$ cat config.mk
export PLATFORM = sky130hd
export DESIGN_NAME = tick_period_meter
export DESIGN_NICKNAME = d
export VERILOG_FILES = /design/src/rtl/tick_period_meter.sv
export SDC_FILE = /design/constraint.sdc
export NUM_CORES = 1
export LEC_CHECK = 0
export BUFFER_PORTS_ARGS = -buffer_cell sky130_fd_sc_hd__buf_4
export CAP_MARGIN = 20
export CORE_AREA = 3 3 58 60
export DETAILED_ROUTE_END_ITERATION = 6
export DIE_AREA = 0 0 61 63
export SYNTH_ARGS = -nofsm -noshare
export SYNTH_HDL_FRONTEND = slang
export SYNTH_SLANG_ARGS = --single-unit
$ cat constraint.sdc
create_clock -name clk -period 2.55 [get_ports clk]
set_input_delay 0.255 -clock clk [delete_from_list [all_inputs] [get_ports clk]]
set_output_delay 0.255 -clock clk [all_outputs]
set_load 0.01 [all_outputs]
$ cat src/rtl/tick_period_meter.sv
// tick_period_meter
//   Measures the number of clk cycles between consecutive rising edges of
//   tick_in and reports the most recent interval on q (saturating at
//   2^WIDTH-1, with ovf flagging saturation). The first edge after arming
//   only starts timing; every later edge captures a period, with no dead
//   cycle between back-to-back periods.
//
//   Optional feature macro: PERIOD_METER_SYNC_EN
//     defined   - tick_in passes through a 2-flop synchronizer before edge
//                 detection (adds 2 cycles of capture latency, periods
//                 unchanged).
//     undefined - tick_in must be clk-synchronous and feeds edge detection
//                 directly.
//
// Ports
//   clk      in   system clock, rising edge
//   rst      in   asynchronous active-low reset
//   en       in   measurement enable (level)
//   tick_in  in   pulse stream to measure
//   q        out  [WIDTH-1:0] last captured period in cycles (saturating)
//   valid    out  one-cycle pulse when q/ovf have just been updated
//   ovf      out  captured period saturated
//   busy     out  high while a period is being timed
module tick_period_meter #(
  parameter int unsigned WIDTH = 8
) (
  input  logic             clk,
  input  logic             rst,
  input  logic             en,
  input  logic             tick_in,
  output logic [WIDTH-1:0] q,
  output logic             valid,
  output logic             ovf,
  output logic             busy
);

  typedef enum logic [1:0] {
    S_IDLE,
    S_ARMED,
    S_MEASURE
  } state_t;

  localparam logic [WIDTH-1:0] CNT_MAX = '1;
  localparam logic [WIDTH-1:0] CNT_ONE = WIDTH'(1);

  state_t           state_q, state_d;
  logic [WIDTH-1:0] cnt_q, cnt_d;
  logic [WIDTH-1:0] q_q, q_d;
  logic             pend_q, pend_d;
  logic             ovf_q, ovf_d;
  logic             valid_q, valid_d;
  logic             tick_q;
  logic             tick_s;
  logic             edge_w;

`ifdef PERIOD_METER_SYNC_EN
  logic [1:0] sync_q;

  always_ff @(posedge clk or negedge rst) begin
    if (!rst) begin
      sync_q <= '0;
    end else begin
      sync_q <= {sync_q[0], tick_in};
    end
  end

  assign tick_s = sync_q[1];
`else
  assign tick_s = tick_in;
`endif

  assign edge_w = tick_s & ~tick_q;

  always_ff @(posedge clk or negedge rst) begin
    if (!rst) begin
      state_q <= S_IDLE;
      cnt_q   <= '0;
      q_q     <= '0;
      pend_q  <= 1'b0;
      ovf_q   <= 1'b0;
      valid_q <= 1'b0;
      tick_q  <= 1'b0;
    end else begin
      state_q <= state_d;
      cnt_q   <= cnt_d;
      q_q     <= q_d;
      pend_q  <= pend_d;
      ovf_q   <= ovf_d;
      valid_q <= valid_d;
      tick_q  <= tick_s;
    end
  end

  // en low takes priority over a coincident edge, so disabling never captures.
  always_comb begin
    state_d = state_q;
    cnt_d   = cnt_q;
    q_d     = q_q;
    pend_d  = pend_q;
    ovf_d   = ovf_q;
    valid_d = 1'b0;
    unique case (state_q)
      S_IDLE: begin
        cnt_d = '0;
        if (en) begin
          state_d = S_ARMED;
        end
      end
      S_ARMED: begin
        if (!en) begin
          state_d = S_IDLE;
          cnt_d   = '0;
        end else if (edge_w) begin
          state_d = S_MEASURE;
          cnt_d   = CNT_ONE;
          pend_d  = 1'b0;
        end
      end
      S_MEASURE: begin
        if (!en) begin
          state_d = S_IDLE;
          cnt_d   = '0;
          pend_d  = 1'b0;
        end else if (edge_w) begin
          q_d     = cnt_q;
          ovf_d   = pend_q;
          valid_d = 1'b1;
          cnt_d   = CNT_ONE;
          pend_d  = 1'b0;
        end else if (cnt_q == CNT_MAX) begin
          // Counter parks at full scale; pend remembers the period ran long.
          pend_d = 1'b1;
        end else begin
          cnt_d = cnt_q + CNT_ONE;
        end
      end
      default: begin
        state_d = S_IDLE;
        cnt_d   = '0;
      end
    endcase
  end

  assign q     = q_q;
  assign valid = valid_q;
  assign ovf   = ovf_q;
  assign busy  = (state_q == S_MEASURE);

endmodule

==> summary.txt, run 1 <==
Outcome
  – Status: completed

Detailed routing
  – Initial drt markers: 11
  – Via count: just over 800
  – Drt wl/cell: roughly 13 um
  – Via density: 5.401
  – Antenna Violating Nets Remaining: 0
  – Final wirelength: approximately 2000 um
  – DR pass1 iterations: 4
  – Post-route DRC: 0

Timing
  – Slack of the critical path: 0.6452 ns
  – Final setup fails: 0
  – Final Hold Viols: 0
  – Setup TNS: 0 ns
  – Worst Clk Skew: 0.01755 ns
  – Max-slew violation count: 0
  – Worst slew pin tran: 0.5120 ns
  – Fin crit share: 0.7470
  – Unrepaired setup endpoints after global routing: false
  – Final min period: 1.905 ns
  – Peak Freq: 0.5250 GHz
  – Slew Limit Headroom: 0.6587

Logic synthesis
  – Syn Nets: between 100 and 150
  – Dominant cell by count in the synthesized netlist: dfrtp_1
  – Largest family of logic cells by synthesized area: simple AND/OR/NAND/NOR gates
  – Adder-cell share of the synthesized area: 0.04444
  – Post-Synth XOR/XNOR Area: 0
  – Yosys reg bits: 22
  – Netlist cell types: 34
  – Post-Synthesis Cells: 106
  – Synth area leaders: dfrtp_1 (49%), mux2_2 (8.0%), ha_1 (4.4%)
  – Largest area contributor in the netlist: dfrtp_1
  – Top cell type's share of synthesized area: 0.4889
  – Register area share after synthesis: 0.4889
  – Mux contribution to synthesized area: 0.1067
  – Syn. warnings: 0
  – Mapped cell area: around 1100 um^2
  – Syn Area/Cell: ~11 um^2
  – Post-synthesis simple-gate area fraction: 0.1678
  – Top cells by count, synth: dfrtp_1 (22), nand2_1 (9), mux2_2 (8), inv_1 (6), o21ai_0 (5)
  – Asr flop ratio synth: 1.000
  – Number of flops mapped to enable cells by yosys: 0
  – Primary FF master, synth: dfrtp_1
  – Compound-Gate Fraction of Synth Area: 0.1367

Clock network
  – CTS sink cnt: 22
  – Setup Buffers After CTS: 0
  – Hold_buf cts: 1
  – CTS Buf Count: 3
  – # resized after CTS: 0
  – H-tree depth: 1
  – Clk pin slew, worst setup/hold paths: 0.13 ns
  – CTS root buffer: clkbuf_4
  – Later-pin clock latency in the skew report: approximately 0.31 ns
  – Clock Tree Buf Depth: 2
  – TritonCTS clock tree: yes

Critical path
  – R2R Path Start: state_q[0]$_DFFE_PN0P_
  – Crit path launch: state_q[0]$_DFFE_PN0P_
  – Critical path destination: cnt_q[4]$_DFFE_PN0P_
  – Reg-to-reg endpoint: cnt_q[4]$_DFFE_PN0P_
  – Crit Path Class: reg2reg
  – Crit path max-delay family: compound AO/OA/AOI/OAI gates
  – Required @ worst endpoint: between 2 and 3 ns
  – Crit path depth: 6
  – CP most frequent cell: and2_4
  – Critical Path Max Stage Delay: 0.41 ns
  – CP Launch Type: flip-flop
  – CP Capture Type: flip-flop
  – Crit-path cells: inv_1, ha_1, and2_4, and2_4, a32o_1, a221o_1
  – Number of cells on the worst reg-to-reg path: 6
  – Flop-to-flop setup slack: 0.65 ns
  – Critical Path AT: 2.12 ns
  – Critical-path maximum fanout: 7
  – Crit path buffers/inverters: 1
  – Slowest CP cell: dfrtp_1

Final layout
  – Post-layout util: 0.4349
  – # diodes: 0
  – Final non-filler cell total: 152
  – Layout cell share with drive strength beyond 1: 0.2353
  – Final nets: 128
  – Synth-to-layout area growth: 15.00%

Placement
  – GPL Wtd Cong: between 0.7 and 0.8
  – DP HPWL: 1494 um
  – Port Buffer Count: 14
  – Post-Place Cells: around 150
  – Pre-CTS WS: 0.6261 ns

Pwr
  – Leakage: 0.6101 nW
  – PD cells: 643.0 nW/um^2
  – Final total power: 0.8327 mW
  – Maximum VDD drop: 0.5675 mV

Die
  – Die Ht: 63 um
  – I/O pin total: 15
  – Initial Util: 0.3782
  – Die area: around 3800 um^2
  – # rows: 20
  – Core area: between 2000 and 3000 um^2
  – Die width: 61 um

Hold path
  – Hold Crit Class: in2reg

Global routing
  – GRT Total Usage: 0.1262
  – Vias in the first global route: a little under 800
  – First-pass GRT wire length: 3663 um
  – Initial antenna violation count: 0
  – Largest net degree at the start of global routing: 23
  – Remaining Overflow, GRT: 0

Flow run
  – Max Cap Viol: 0
[worst min path at each step]
stage            start  cells past startpoint              endpoint  slack [ns]
3_5_place_dp       rst                      1      q[3]$_DFFE_PN0P_        0.16
4_1_cts        tick_in                      1      tick_q$_DFF_PN0_        0.06
5_1_grt        tick_in                      1      tick_q$_DFF_PN0_        0.05
6_report       tick_in                      1      tick_q$_DFF_PN0_        0.07
2_1_floorplan      rst                      0  cnt_q[0]$_DFFE_PN0P_       -0.04
3_3_place_gp       rst                      1      q[4]$_DFFE_PN0P_        0.16
[stage by stage]
stage | hold WS (ns) | instance area (um^2)
final | 0.07009 | 1295
after global routing | 0.04889 | 1295
after CTS | 0.05869 | 1295
after detailed placement | 0.1587 | 1232
after global placement | 0.1572 | 1232
after floorplan | -0.04059 | 1126
[power breakdown]
group | switching (mW) | internal (mW)
clock network | 0.105 | 0.159
logic | 0.107 | 0.0760
registers | 0.0174 | 0.368
[routing by layer]
layer,vias to the layer above,GRT usage,wire length (um)
met5,-,0,0
met2,23,0.2019,971
met1,387,0.1675,982
met3,2,0.03719,79
li1,409,-,-
met4,0,0.02439,16
[cell usage in the layout, fill, tap and decap left out, drive strengths merged]
master / n
a21boi: 1
buf: 14
nand3: 4
clkbuf: 3
a211oi: 1
a21oi: 4
and3: 2
nand2: 9
nor3: 4
o31ai: 1
ha: 4
nor2b: 2
o21ai: 5
o22ai: 1
a32o: 1
dlygate4sd3: 1
nand4: 3
and2: 4
o211ai: 2
dfrtp: 22
mux2i: 3
bufinv: 1
inv: 6
nand4b: 1
or3: 1
mux2: 8
o22a: 1
o311ai: 1
nand2b: 2
a21o: 1
nor2: 2
nor4: 1
a221o: 3
[sequential cells by signal, summed over array words and instances (netlist names)]
name	cells
state_q	2
pend_q	1
valid	1
ovf	1
q	8
cnt_q	8
tick_q	1
[cell families (layout without fill, tap and decap cells)]
kind of cell	after synthesis	in the layout
AO/OA/AOI/OAI	22	22
adder cells (fa/ha/maj)	4	4
buffers and inverters	12	25
flip-flops	22	22
multiplexers	11	11
AND/OR/NAND/NOR	35	35
[area by class of cell]
type / instances / area, um^2
well taps: 33 / 41.29
flip-flops and latches: 22 / 550.5
multi-input cells: 72 / 513.0
clock inverters: 1 / 30.03
fillers: 304 / 1683
inverters: 6 / 22.52
repair buffers: 15 / 115.1
clock buffers: 3 / 22.52
Note: power is estimated with default switching activity, not from simulation.
==> run 2: changes to the inputs <==
==> constraint.sdc (replaced) <==
create_clock -name clk -period 1.75 [get_ports clk]
set_input_delay 0.175 -clock clk [delete_from_list [all_inputs] [get_ports clk]]
set_output_delay 0.175 -clock clk [all_outputs]
set_load 0.01 [all_outputs]
==> run 2 against run 1 <==
Net effect:
- first-iteration DRC count rose to 3.8 times the previous value
- global-route usage up 0.28 points
- clock-buffer cell count up 1
- critical path depth unchanged
- largest cell class unchanged
- via count up 6.3%
- worst hold slack better by 0.063 ns
- power up 40%
- combinational power up 79%
- highest routed layer unchanged
- design area up 6.4%
==> summary.txt, run 2 (synthesized netlist as in run 1, its figures left out) <==
Outcome
  – Status: completed

Timing
  – Max-slew violation count: 0
  – Final min period: approximately 1.7 ns
  – Peak Freq: 0.6008 GHz
  – Worst hold margin: 0.1329 ns
  – Setup TNS: 0 ns
  – Final setup fails: 0
  – Fin crit share: 0.9512
  – Worst Clk Skew: 0.006221 ns
  – Slack of the critical path: 0.08546 ns
  – Unrepaired setup endpoints after global routing: false
  – Final Hold Viols: 0
  – Slew Limit Headroom: 0.8096
  – Worst slew pin tran: about 0.28 ns

Pwr
  – Final total power: approximately 1.2 mW
  – Maximum VDD drop: between 0.4 and 0.5 mV
  – Leakage: 0.6624 nW
  – PD cells: 844.9 nW/um^2

Global routing
  – GRT Total Usage: 0.1290
  – Remaining Overflow, GRT: 0
  – Largest net degree at the start of global routing: 23
  – Initial antenna violation count: 0
  – Vias in the first global route: about 900
  – First-pass GRT wire length: 3898 um

Detailed routing
  – Via density: 5.356
  – DR pass1 iterations: 4
  – Initial drt markers: 42
  – Post-route DRC: 0
  – Drt wl/cell: 13.21 um
  – Final wirelength: 2153 um
  – Via count: 873
  – Antenna Violating Nets Remaining: 0

Die
  – Core area: 2978 um^2
  – Die width: 61 um
  – # rows: 20
  – I/O pin total: 15
  – Die Ht: 63 um
  – Initial Util: 0.3782
  – Die area: 3843 um^2

Clock network
  – Clock Tree Buf Depth: 2
  – Setup Buffers After CTS: 0
  – CTS root buffer: clkbuf_4
  – Later-pin clock latency in the skew report: roughly 0.3 ns
  – Clk pin slew, worst setup/hold paths: 0.12 ns
  – TritonCTS clock tree: yes
  – CTS Buf Count: 3
  – CTS sink cnt: 22
  – H-tree depth: 1

Critical path
  – Crit-path cells: inv_1, ha_4, and2_4, and2_4, a32o_2, a221o_1
  – Required @ worst endpoint: 1.95 ns
  – R2R Path Start: state_q[0]$_DFFE_PN0P_
  – CP Launch Type: flip-flop
  – Critical Path AT: between 1.5 and 2 ns
  – Crit Path Class: reg2reg
  – Slowest CP cell: dfrtp_1
  – Flop-to-flop setup slack: 0.09 ns
  – Critical-path maximum fanout: 5
  – Number of cells on the worst reg-to-reg path: 6
  – Reg-to-reg endpoint: cnt_q[4]$_DFFE_PN0P_
  – Critical Path Max Stage Delay: 0.37 ns
  – CP Capture Type: flip-flop
  – CP most frequent cell: and2_4

Flow run
  – Max Cap Viol: 0

Placement
  – Port Buffer Count: 14
  – Post-Place Cells: 157
  – Pre-CTS WS: 0.07818 ns
  – DP HPWL: 1629 um
  – GPL Wtd Cong: between 0.8 and 0.9

Hold path
  – Hold Startpoint: en
  – Worst min-delay path endpoint: state_q[1]$_DFFE_PN0P_
  – Hold Crit Class: in2reg
  – Hold depth: 2

Final layout
  – Final nets: 139
  – # diodes: 0
  – Fillers: 288
  – Final non-filler cell total: around 160
  – Layout cell share with drive strength beyond 1: 0.3077
  – Commonest non-fill, non-tap cell in the layout: buf_4
  – Area of the multi-input gates: about 530 um^2
  – FF/Latch Area: roughly 550 um^2
  – Commonest cells after routing, fill and taps aside: buf_4 (24), dfrtp_1 (22), nand2_1 (9)
  – Synth-to-layout area growth: 22.33%
==> run 2: cell type report <==
class                   instances  area share
inverters                       6     0.01635
clock buffers                   4     0.02634
repair buffers                 26      0.1453
well taps                      33     0.02997
flip-flops and latches         22      0.3996
multi-input cells              72      0.3824
==> run 2: how the worst max path moves through the flow <==
stage | from | end | slack (ns) | cells after the start
after CTS | state_q[1]$_DFFE_PN0P_ | cnt_q[4]$_DFFE_PN0P_ | 0.05 | 5
final | state_q[0]$_DFFE_PN0P_ | cnt_q[4]$_DFFE_PN0P_ | 0.09 | 6
after global placement | state_q[1]$_DFFE_PN0P_ | cnt_q[7]$_DFFE_PN0P_ | 0.12 | 5
after floorplan | state_q[0]$_DFFE_PN0P_ | cnt_q[4]$_DFFE_PN0P_ | 0.01 | 7
after detailed placement | state_q[1]$_DFFE_PN0P_ | cnt_q[4]$_DFFE_PN0P_ | 0.08 | 5
after global routing | state_q[1]$_DFFE_PN0P_ | cnt_q[2]$_DFFE_PN0P_ | 0.004 | 5
==> run 2: power breakdown <==
| group | internal, mW | switching (mW) | total [mW] |
|---|---|---|---|
| registers | 0.536 | 0.0207 | 0.556 |
| clock network | 0.127 | 0.153 | 0.279 |
| logic | 0.153 | 0.175 | 0.328 |
| total | 0.816 | 0.348 | 1.16 |
==> run 2: metrics by stage <==
stage          instance area [um^2]  utilization
2_1_floorplan                  1139            -
3_3_place_gp                   1320       0.4433
3_5_place_dp                   1320       0.4433
4_1_cts                        1376       0.4622
5_1_grt                        1378       0.4626
6_report                       1378       0.4626
==> run 2: what timing repair did <==
item | CTS | global route
endpoints found under the setup margin | 0 | 3
hold buffers | 2 | 0
gates resized for setup | 0 | 1
endpoints found under the hold margin | 23 | 0
==> run 2: worst max-delay path: cells and delay by family, from the launching register on <==
| family | cells | cell delay (ns) |
|---|---|---|
| AOI/OAI and AO/OA | 2 | 0.62 |
| and+or+nand+nor | 2 | 0.32 |
| DFF | 1 | 0.37 |
| adders and majority gates | 1 | 0.16 |
| buffers and inverters | 1 | 0.08 |
==> run 2: per-layer routing <==
layer / GRT usage / vias up / routed length [um]
met5: 0 / - / 0
met4: 0.03252 / 0 / 14
met3: 0.02479 / 2 / 76
met2: 0.2032 / 22 / 1014
met1: 0.1787 / 419 / 1048
li1: - / 430 / -
==> run 3: changes to the inputs <==
--- a/config.mk
+++ b/config.mk
@@ -10,6 +10,7 @@
 export CORE_AREA = 3 3 58 60
 export DETAILED_ROUTE_END_ITERATION = 6
 export DIE_AREA = 0 0 61 63
+export PLACE_DENSITY = 0.69
 export SYNTH_ARGS = -nofsm -noshare
 export SYNTH_HDL_FRONTEND = slang
 export SYNTH_SLANG_ARGS = --single-unit
==> constraint.sdc (replaced) <==
create_clock -name clk -period 1.3 [get_ports clk]
set_input_delay 0.13 -clock clk [delete_from_list [all_inputs] [get_ports clk]]
set_output_delay 0.13 -clock clk [all_outputs]
set_load 0.01 [all_outputs]
==> run 3 against run 2 <==
Net effect:
- the run now ends with negative setup slack left
- largest cell class is now multi-input combinational cells
- design area up 22%
- sequential power up 35%
- clock skew down 0.0025 ns
- via count up 19%
- highest routed layer unchanged
==> summary.txt, run 3 (synthesized netlist as in run 1, its figures left out) <==
Outcome
  – Status: finished with violations
  – Failing checks: negative setup slack

Detailed routing
  – WL met1: 1184 um
  – Drt wl/cell: 16.16 um
  – Via count: 1035
  – DR top layer: met4
  – Antenna Violating Nets Remaining: 0
  – Post-route DRC: 0
  – Initial drt markers: 32
  – DR pass1 iterations: 6
  – Final wirelength: between 3000 and 4000 um
  – DR WL met2: ~1600 um
  – Metal3 WL: roughly 140 um
  – Via density: 5.535

Global routing
  – Remaining Overflow, GRT: 0
  – Largest net degree at the start of global routing: 23
  – GRT Total Usage: 0.1606
  – Initial antenna violation count: 0
  – First-pass GRT wire length: approximately 4700 um
  – Vias in the first global route: 1045

Timing
  – Final setup fails: 20
  – Fin crit share: 1.243
  – Slew Limit Headroom: 0.8088
  – Final min period: roughly 1.6 ns
  – Worst Clk Skew: 0.003699 ns
  – Final Hold Viols: 0
  – Slack of the critical path: -0.3159 ns
  – Setup TNS: -4.283 ns
  – Peak Freq: 0.6188 GHz
  – Unrepaired setup endpoints after global routing: true
  – Max-slew violation count: 0
  – Worst slew pin tran: ~0.29 ns

Flow run
  – Max Cap Viol: 0

Critical path
  – Crit-path cells: ha_4, and2_4, and2_4, a32o_2, a221o_1
  – Crit Path Class: reg2reg
  – Critical-path maximum fanout: 6
  – R2R Path Start: state_q[1]$_DFFE_PN0P_
  – CP Launch Type: flip-flop
  – CP most frequent cell: and2_4
  – Required @ worst endpoint: 1.51 ns
  – Slowest CP cell: dfrtp_1
  – Crit path launch: state_q[1]$_DFFE_PN0P_
  – Critical Path AT: 1.82 ns
  – Critical Path Max Stage Delay: 0.45 ns
  – CP Capture Type: flip-flop

Die
  – Initial Util: 0.3782
  – Die width: 61 um
  – # rows: 20
  – Die Ht: about 63 um
  – Core area: between 2000 and 3000 um^2
  – Die area: 3843 um^2
  – I/O pin total: 15

Final layout
  – Area of the multi-input gates: 623.1 um^2
  – # diodes: 0
  – Synth-to-layout area growth: 49.22%
  – Layout cell share with drive strength beyond 1: 0.5065
  – Final nets: 163
  – Commonest cells after routing, fill and taps aside: buf_4 (41), dfrtp_1 (22), nand2_1 (9)
  – Fillers: around 270
  – FF/Latch Area: 550.5 um^2
  – Commonest non-fill, non-tap cell in the layout: buf_4

Clock network
  – Clock Tree Buf Depth: 2
  – Clk pin slew, worst setup/hold paths: 0.12 ns
  – CTS Buf Count: 3
  – CTS sink cnt: 22
  – H-tree depth: 1
  – Later-pin clock latency in the skew report: about 0.31 ns
  – CTS root buffer: clkbuf_4
  – TritonCTS clock tree: yes

Pwr
  – Leakage: 0.8224 nW
  – PD cells: roughly 1100 nW/um^2
  – Maximum VDD drop: 0.7417 mV
  – Final total power: 1.892 mW

Placement
  – DP HPWL: a little under 2000 um
  – Pre-CTS WS: -0.3205 ns
  – Port Buffer Count: 14
  – GPL Wtd Cong: 0.8971

Hold path
  – Hold Startpoint: en
  – Hold Crit Class: in2reg
[run 3: cell types whose count changed in the layout (fill, tap and decap cells not counted), sizes merged]
cell  previous run  this run
buf             24        48
[run 3: path summary, 6_finish.rpt]
path                                          endpoint  slack [ns]  depth (start not counted)
worst max register to register    cnt_q[4]$_DFFE_PN0P_       -0.32                          5
worst min-delay path            state_q[1]$_DFFE_PN0P_        0.16                          3
max in group asynchronous             q[1]$_DFFE_PN0P_        0.85                          2
min in group asynchronous             q[4]$_DFFE_PN0P_        0.23                          2
worst max-delay path              cnt_q[4]$_DFFE_PN0P_       -0.32                          5
worst min register to register        q[1]$_DFFE_PN0P_        0.51                          2
[run 3: area by class of cell]
type / instances / area share
Inverter: 6 / 0.01340
Tap cell: 33 / 0.02457
Multi-Input combinational cell: 72 / 0.3708
Clock buffer: 4 / 0.02159
Sequential cell: 22 / 0.3276
Timing Repair Buffer: 50 / 0.2420
[run 3: report_power, final]
part	internal (mW)	total, mW	switching [mW]
Clock	0.171	0.380	0.209
Sequential	0.721	0.750	0.0294
Combinational	0.416	0.761	0.345
[run 3: what timing repair did]
item                                    CTS  global route
endpoints found under the setup margin   21            22
hold buffers                              2             0
pin swaps                                 4             8
resized for setup                        12            20
endpoints found under the hold margin    23             0
cloned                                    0             0
setup buffers                            10             2
[run 3: through the flow]
step | instance area, um^2 | std cells | hold WS (ns) | utilization
after global routing | 1680 | 187 | 0.1459 | 0.5643
final | 1680 | 187 | 0.1596 | 0.5643
after floorplan | 1149 | 106 | -0.1656 | -
after CTS | 1605 | 187 | 0.1513 | 0.5391
after detailed placement | 1428 | 171 | 0.03676 | 0.4794
after global placement | 1428 | 171 | 0.02614 | 0.4794
[run 3: critical path, delay by kind of cell (launching register included)]
family,cells,cell delay [ns]
DFF,1,0.45
AOI/OAI and AO/OA,2,0.61
and+or+nand+nor,2,0.27
adders and majority gates,1,0.18
[run 3: metal layers]
metal / track usage / up-vias
li1: - / 478
met1: 0.1853 / 511
met2: 0.2727 / 37
met4: 0.06233 / 0
met5: 0 / -
met3: 0.04339 / 9
